[src/rtl/axi_adc_jesd204_pnmon_pkg.sv]
// Shared encodings for the JESD204 ADC PN/ramp test-pattern monitor.
package axi_adc_jesd204_pnmon_pkg;

  localparam logic [3:0] PNSEQ_PN9  = 4'd0;
  localparam logic [3:0] PNSEQ_PN23 = 4'd1;
  localparam logic [3:0] PNSEQ_RAMP = 4'd2;

  // Recurrence b[n] = b[n-LEN] ^ b[n-TAP] on the serial bit stream.
  localparam int unsigned PN9_LEN  = 9;
  localparam int unsigned PN9_TAP  = 5;
  localparam int unsigned PN23_LEN = 23;
  localparam int unsigned PN23_TAP = 18;

  typedef enum logic {
    ST_OOS  = 1'b0,
    ST_SYNC = 1'b1
  } pn_state_t;

  function automatic logic pnseq_enabled(input logic [3:0] sel);
    return sel <= PNSEQ_RAMP;
  endfunction

endpackage

[src/rtl/axi_adc_jesd204_pnmon_if.sv]
// Channel-side signal bundle of the PN monitor: sample beats in, sync/error status out.
interface axi_adc_jesd204_pnmon_if #(
  parameter int unsigned CHANNEL_WIDTH   = 14,
  parameter int unsigned DATA_PATH_WIDTH = 4,
  parameter int unsigned ERR_CNT_WIDTH   = 16
);

  logic                                       adc_valid;
  logic [DATA_PATH_WIDTH*CHANNEL_WIDTH-1:0]   adc_data;
  logic [3:0]                                 adc_pnseq_sel;
  logic                                       adc_err_clr;
  logic                                       adc_pn_oos;
  logic                                       adc_pn_err;
  logic [ERR_CNT_WIDTH-1:0]                   adc_err_cnt;

  modport master (
    output adc_valid, adc_data, adc_pnseq_sel, adc_err_clr,
    input  adc_pn_oos, adc_pn_err, adc_err_cnt
  );

  modport slave (
    input  adc_valid, adc_data, adc_pnseq_sel, adc_err_clr,
    output adc_pn_oos, adc_pn_err, adc_err_cnt
  );

endinterface

[src/rtl/axi_adc_jesd204_pn_gen.sv]
// Combinational next-beat predictor: advances PN9/PN23 LFSR or ramp from the previous beat.
module axi_adc_jesd204_pn_gen
  import axi_adc_jesd204_pnmon_pkg::*;
#(
  parameter int unsigned CHANNEL_WIDTH   = 14,
  parameter int unsigned DATA_PATH_WIDTH = 4
) (
  input  logic [DATA_PATH_WIDTH*CHANNEL_WIDTH-1:0] seed,
  input  logic [3:0]                               sel,
  output logic [DATA_PATH_WIDTH*CHANNEL_WIDTH-1:0] expected
);

  localparam int unsigned CW = CHANNEL_WIDTH;
  localparam int unsigned W  = DATA_PATH_WIDTH * CHANNEL_WIDTH;

  logic [W-1:0]          seed_stream;
  logic [W-1:0]          pn_stream;
  logic [PN23_LEN-1:0]   lfsr;
  logic                  fb;
  logic [CW-1:0]         last;

  // Samples are repacked so bit W-1 is the first serial bit and bit 0 the newest;
  // the low bits of the repacked seed are then directly the LFSR history.
  always_comb begin
    seed_stream = '0;
    pn_stream   = '0;
    expected    = '0;
    fb          = 1'b0;
    last        = seed[CW*(DATA_PATH_WIDTH-1) +: CW];
    for (int unsigned k = 0; k < DATA_PATH_WIDTH; k++) begin
      seed_stream[W-CW*(k+1) +: CW] = seed[CW*k +: CW];
    end
    lfsr = seed_stream[PN23_LEN-1:0];
    for (int unsigned i = 0; i < W; i++) begin
      if (sel == PNSEQ_PN9) begin
        fb = lfsr[PN9_LEN-1] ^ lfsr[PN9_TAP-1];
      end else begin
        fb = lfsr[PN23_LEN-1] ^ lfsr[PN23_TAP-1];
      end
      pn_stream[W-1-i] = fb;
      lfsr = {lfsr[PN23_LEN-2:0], fb};
    end
    case (sel)
      PNSEQ_PN9, PNSEQ_PN23: begin
        for (int unsigned k = 0; k < DATA_PATH_WIDTH; k++) begin
          expected[CW*k +: CW] = pn_stream[W-CW*(k+1) +: CW];
        end
      end
      PNSEQ_RAMP: begin
        for (int unsigned k = 0; k < DATA_PATH_WIDTH; k++) begin
          expected[CW*k +: CW] = last + CW'(k + 1);
        end
      end
      default: expected = '0;
    endcase
  end

endmodule

[src/rtl/axi_adc_jesd204_pnmon.sv]
// Per-channel PN/ramp monitor: S1 input register, compare+FSM stage, registered status outputs.
module axi_adc_jesd204_pnmon
  import axi_adc_jesd204_pnmon_pkg::*;
#(
  parameter int unsigned CHANNEL_WIDTH   = 14,
  parameter int unsigned DATA_PATH_WIDTH = 4,
  parameter int unsigned OOS_THRESHOLD   = 16,
  parameter int unsigned ERR_CNT_WIDTH   = 16
) (
  input logic                    adc_clk,
  input logic                    adc_rst,
  axi_adc_jesd204_pnmon_if.slave adc
);

  localparam int unsigned W   = DATA_PATH_WIDTH * CHANNEL_WIDTH;
  localparam logic [7:0]  THR = 8'(OOS_THRESHOLD);

  logic [W-1:0]             s1_data;
  logic                     s1_valid;
  logic [3:0]               s1_sel;
  logic [3:0]               s1_sel_prev;
  logic [W-1:0]             seed_q;
  logic [W-1:0]             exp_data;
  pn_state_t                state;
  logic [7:0]               cnt;
  logic [7:0]               cnt_inc;
  logic                     s2_err;
  logic                     match;
  logic                     flush;
  logic                     pn_oos;
  logic                     pn_err;
  logic [ERR_CNT_WIDTH-1:0] err_cnt;

  always_ff @(posedge adc_clk) begin
    if (adc_rst) begin
      s1_data     <= '0;
      s1_valid    <= 1'b0;
      s1_sel      <= '0;
      s1_sel_prev <= '0;
    end else begin
      s1_valid    <= adc.adc_valid;
      s1_sel      <= adc.adc_pnseq_sel;
      s1_sel_prev <= s1_sel;
      if (adc.adc_valid) begin
        s1_data <= adc.adc_data;
      end
    end
  end

  axi_adc_jesd204_pn_gen #(
    .CHANNEL_WIDTH   (CHANNEL_WIDTH),
    .DATA_PATH_WIDTH (DATA_PATH_WIDTH)
  ) u_pn_gen (
    .seed     (seed_q),
    .sel      (s1_sel),
    .expected (exp_data)
  );

  // All-zero beats never count as a match so stuck lanes cannot lock.
  always_comb begin
    match   = (s1_data == exp_data) && (|s1_data);
    flush   = (s1_sel != s1_sel_prev) || !pnseq_enabled(s1_sel);
    cnt_inc = cnt + 8'd1;
  end

  // Seed tracks received data while hunting, the prediction once locked, so a
  // corrupted beat in sync does not derail the following predictions.
  always_ff @(posedge adc_clk) begin
    if (adc_rst || flush) begin
      state  <= ST_OOS;
      cnt    <= '0;
      s2_err <= 1'b0;
      seed_q <= '0;
    end else begin
      s2_err <= 1'b0;
      if (s1_valid) begin
        seed_q <= (state == ST_SYNC) ? exp_data : s1_data;
        case (state)
          ST_OOS: begin
            if (!match) begin
              cnt <= '0;
            end else if (cnt_inc == THR) begin
              state <= ST_SYNC;
              cnt   <= '0;
            end else begin
              cnt <= cnt_inc;
            end
          end
          ST_SYNC: begin
            s2_err <= !match;
            if (match) begin
              cnt <= '0;
            end else if (cnt_inc == THR) begin
              state <= ST_OOS;
              cnt   <= '0;
            end else begin
              cnt <= cnt_inc;
            end
          end
          default: begin
            state <= ST_OOS;
            cnt   <= '0;
          end
        endcase
      end
    end
  end

  always_ff @(posedge adc_clk) begin
    if (adc_rst) begin
      pn_oos  <= 1'b1;
      pn_err  <= 1'b0;
      err_cnt <= '0;
    end else begin
      pn_oos <= (state == ST_OOS);
      pn_err <= s2_err;
      if (adc.adc_err_clr) begin
        err_cnt <= '0;
      end else if (s2_err && !(&err_cnt)) begin
        err_cnt <= err_cnt + 1'b1;
      end
    end
  end

  assign adc.adc_pn_oos  = pn_oos;
  assign adc.adc_pn_err  = pn_err;
  assign adc.adc_err_cnt = err_cnt;

endmodule

[src/flat_wrapper.sv]
// flat-port wrapper written by rule: the top's interface ports become plain ports
module axi_adc_jesd204_pnmon_flat import axi_adc_jesd204_pnmon_pkg::*;
#(
  parameter int unsigned CHANNEL_WIDTH   = 14,
  parameter int unsigned DATA_PATH_WIDTH = 4,
  parameter int unsigned OOS_THRESHOLD   = 16,
  parameter int unsigned ERR_CNT_WIDTH   = 16
)
  (adc_clk, adc_rst, adc_adc_valid, adc_adc_data, adc_adc_pnseq_sel, adc_adc_err_clr, adc_adc_pn_oos, adc_adc_pn_err, adc_adc_err_cnt);
  axi_adc_jesd204_pnmon_if #(.CHANNEL_WIDTH(CHANNEL_WIDTH), .DATA_PATH_WIDTH(DATA_PATH_WIDTH), .ERR_CNT_WIDTH(ERR_CNT_WIDTH)) adc_i ();
  input logic adc_clk;
  input logic adc_rst;
  input wire logic [$bits(adc_i.adc_valid)-1:0] adc_adc_valid;
  input wire logic [$bits(adc_i.adc_data)-1:0] adc_adc_data;
  input wire logic [$bits(adc_i.adc_pnseq_sel)-1:0] adc_adc_pnseq_sel;
  input wire logic [$bits(adc_i.adc_err_clr)-1:0] adc_adc_err_clr;
  output wire logic [$bits(adc_i.adc_pn_oos)-1:0] adc_adc_pn_oos;
  output wire logic [$bits(adc_i.adc_pn_err)-1:0] adc_adc_pn_err;
  output wire logic [$bits(adc_i.adc_err_cnt)-1:0] adc_adc_err_cnt;
  assign adc_i.adc_valid = adc_adc_valid;
  assign adc_i.adc_data = adc_adc_data;
  assign adc_i.adc_pnseq_sel = adc_adc_pnseq_sel;
  assign adc_i.adc_err_clr = adc_adc_err_clr;
  assign adc_adc_pn_oos = adc_i.adc_pn_oos;
  assign adc_adc_pn_err = adc_i.adc_pn_err;
  assign adc_adc_err_cnt = adc_i.adc_err_cnt;
  axi_adc_jesd204_pnmon #(.CHANNEL_WIDTH(CHANNEL_WIDTH), .DATA_PATH_WIDTH(DATA_PATH_WIDTH), .OOS_THRESHOLD(OOS_THRESHOLD), .ERR_CNT_WIDTH(ERR_CNT_WIDTH)) u_core (.adc_clk(adc_clk), .adc_rst(adc_rst), .adc(adc_i));
endmodule
[config.mk]
export PLATFORM = sky130hd
export DESIGN_NAME = axi_adc_jesd204_pnmon_flat
export DESIGN_NICKNAME = d
export VERILOG_FILES = /design/src/rtl/axi_adc_jesd204_pnmon_pkg.sv /design/src/rtl/axi_adc_jesd204_pnmon_if.sv /design/src/rtl/axi_adc_jesd204_pn_gen.sv /design/src/rtl/axi_adc_jesd204_pnmon.sv /design/src/flat_wrapper.sv
export SDC_FILE = /design/constraint.sdc
export NUM_CORES = 1
export LEC_CHECK = 0
export BUFFER_PORTS_ARGS = -buffer_cell sky130_fd_sc_hd__buf_2
export CAP_MARGIN = 10
export CORE_MARGIN = 2
export CORE_UTILIZATION = 36
export CTS_BUF_LIST = sky130_fd_sc_hd__clkbuf_8
export CTS_CLUSTER_SIZE = 25
export DETAILED_ROUTE_END_ITERATION = 12
export GPL_TIMING_DRIVEN = 1
export PLACE_DENSITY_LB_ADDON = 0.1
export SLEW_MARGIN = 20
export SYNTH_ARGS = -nofsm -noshare
export SYNTH_HDL_FRONTEND = slang
export SYNTH_HIERARCHICAL = 1
export SYNTH_SLANG_ARGS = --single-unit
export TNS_END_PERCENT = 10
[constraint.sdc]
create_clock -name adc_clk -period 10.65 [get_ports adc_clk]
set_clock_uncertainty 0.15 [all_clocks]
set_input_delay 0 -clock adc_clk [delete_from_list [all_inputs] [get_ports adc_clk]]
set_output_delay 0 -clock adc_clk [all_outputs]
set_load 0.005 [all_outputs]
==> run_results.csv <==
group,metric,value,unit
outcome,status,"completed",
route,drt_wl_total,30.0,mm
clocking,cts.sinks,116,
final_layout,fillCellCount,2345,
logic_synthesis,ys_warn_count,6,
power_and_ir_drop,clock_power_share,0.361,
clocking,postCtsHoldBufs,61,
worst_setup_path,critPathRequiredTime,10.86,ns
clocking,cts_buffer_depth,2,
clocking,cts_root_buffer,"clkbuf_8",
power_and_ir_drop,total_power,1.20,mW
worst_setup_path,worstPathArrival,6.05,ns
grt,grt_pass1_wl,45.5,mm
timing,fin_worst_hold_slack,0.00454,ns
clocking,cts_tree,"built",
worst_setup_path,start_kind,"flop",
timing,finalHoldViolCount,0,
final_layout,layout.nets,1202,
floorplanning,rows,55,
placed_design,dp_hpwl,21.7,mm
route,drtAntennaViolNets,0,
floorplanning,dieArea,24500,sq um
grt,grt_max_degree,70,
floorplanning,die_h,157,um
timing,worstMarginPinSlew,0.955,ns
worst_setup_path,endpoint_kind,"flop",
route,drtIter0Drc,818,
power_and_ir_drop,switching_share,0.345,
route,drt_pass1_iterations,5,
floorplanning,io_pins,82,
final_layout,diodes,0,
logic_synthesis,synth_area,8380,sq um
min_path,hold_class,"in2reg",
grt,grt_overflow_total,0,
timing,maxSlewHeadroom,0.362,
floorplanning,die_w,157,um
placed_design,place_congestion,0.989,
clocking,clk_latency,0.45,ns
timing,tns,0,ns
timing,setup_viol,0,
grt,antenna_found_initial,0,
final_layout,regArea,2320,sq um
power_and_ir_drop,combPwrFrac,0.245,
grt,grt_pass1_vias,7275,
power_and_ir_drop,p_leak,3.90,nW
logic_synthesis,synth_fp_nets,1102,
logic_synthesis,synthCells,1030,
clocking,cts_buffers,17,
power_and_ir_drop,p_int,786,uW
floorplanning,core_area,22700,sq um
power_and_ir_drop,power.sequential.fraction,0.394,
clocking,cts.repair.resized,0,
clocking,clk_pin_slew,0.09,ns
route,wire_per_inst,21.0,um
route,vias,7763,
timing,period_needed,5.84,ns
final_layout,drive_gt1_frac,0.129,
power_and_ir_drop,p_sw,414,uW
timing,rsz0062_at_grt,"false",
final_layout,multiInputGateArea,5710,sq um
timing,finalCritPeriodShare,0.549,
route,viasPerCell,5.44,
power_and_ir_drop,peakVddDrop,0.0787,mV
clocking,cts_setup_buffers,0,
placed_design,place_area,8990,sq um
route,drc,0,
floorplanning,initial_core_util,0.369,
flow_run,maxCapViolCount,0,
worst_setup_path,crit_type,"reg2reg",
timing,fmax,171,MHz
power_and_ir_drop,p_per_area,120,nW/um^2
timing,setup_ws,4.81,ns
timing,drv_slew,0,
final_layout,fin_area,10000,sq um
worst_setup_path,crit_chain,"xor3_1 -> mux2i_1 -> xnor2_2 -> xnor2_1 -> xnor2_1 -> xor2_1 -> xor3_1 -> a221o_1 -> o21ai_0 -> xor2_1 -> nor4_1 -> nand4_1 -> nor3_2 -> and3_1 -> nor2_2 -> a2111oi_4",
final_layout,area_delta_synth_final,19.5,%
logic_synthesis,avgSynthCellArea,8.13,sq um
worst_setup_path,cpMaxStageDelayCell,"dfxtp_1",
grt,grt.total_usage,0.248,
placed_design,portBuffers,81,
worst_setup_path,crit_fanout,18,
clocking,htreeDepth,4,
placed_design,place_ws,4.94,ns
worst_setup_path,max_stage_delay,0.90,ns
## power by group through the flow
stage	clock [mW]	combinational, mW	sequential (mW)
global placement	0	0.273	0.483
finish	0.433	0.294	0.473
CTS	0.446	0.288	0.473
global route	0.469	0.313	0.475
detailed placement	0	0.270	0.483
floorplan	0	0.196	0.473
## cell usage in the layout, fill, tap and decap left out, drive strengths merged, types with 6 or more instances in the layout
cell,count
nor4,37
and3,8
a211oi,26
xor2,117
clkbuf,17
nor3,13
a21oi,42
ha,8
xnor2,113
dlygate4sd3,61
mux2i,86
nand3,24
nand2,60
inv,13
buf,102
nor2,136
dfxtp,116
nor2b,12
o21ai,40
nand4,19
clkinv,6
o22ai,32
## routing by layer
layer | GRT usage | routed length [um]
met1 | 0.331 | 13400
met2 | 0.383 | 13300
met3 | 0.0623 | 2210
met4 | 0.101 | 1100
met5 | 0 | 0
## state kept, by name, summed over array words and instances (netlist names), named ones only
| name | flops |
|---|---|
| u_core/seed_q | 23 |
| u_core/adc.adc_pn_oos | 1 |
| u_core/s1_data | 56 |
| u_core/cnt | 8 |
| u_core/adc.adc_pn_err | 1 |
| u_core/s1_sel_prev | 4 |
| u_core/s1_sel | 4 |
| u_core/s2_err | 1 |
| u_core/adc.adc_err_cnt | 16 |
| u_core/s1_valid | 1 |
## path summary, 6_finish.rpt
kind                                                  from                         end  slack [ns]  cells past startpoint
worst max-delay path                     u_core/seed_q[45]               u_core/cnt[2]        4.81                     16
worst min-delay path                               adc_rst           u_core/s1_data[4]       0.005                      3
worst max register to register           u_core/seed_q[45]               u_core/cnt[2]        4.81                     16
worst min register to register  u_core/adc.adc_err_cnt[13]  u_core/adc.adc_err_cnt[13]        0.36                      2
## stage by stage
stage | cells | util
after global routing | 1428 | 0.441
after detailed placement | 1335 | 0.396
after floorplan | 1030 | -
final | 1428 | 0.441
after CTS | 1428 | 0.441
after global placement | 1335 | 0.396
## area by class of cell
| type | instances | area share |
|---|---|---|
| Timing Repair Buffer | 163 | 0.118 |
| Clock buffer | 17 | 0.0234 |
| Clock inverter | 15 | 0.0170 |
| Inverter | 9 | 0.00338 |
| Multi-Input combinational cell | 823 | 0.571 |
| Sequential cell | 116 | 0.232 |
| Tap cell | 285 | 0.0356 |
## critical path: cells and delay by family (launching register included)
family                    cells  cell delay, ns
and+or+nand+nor               5            1.41
muxes                         1            0.23
AOI/OAI and AO/OA             3            0.83
DFF                           1            0.90
xor gates and xnor gates      7            2.22
(Power assumes the default switching activity.)
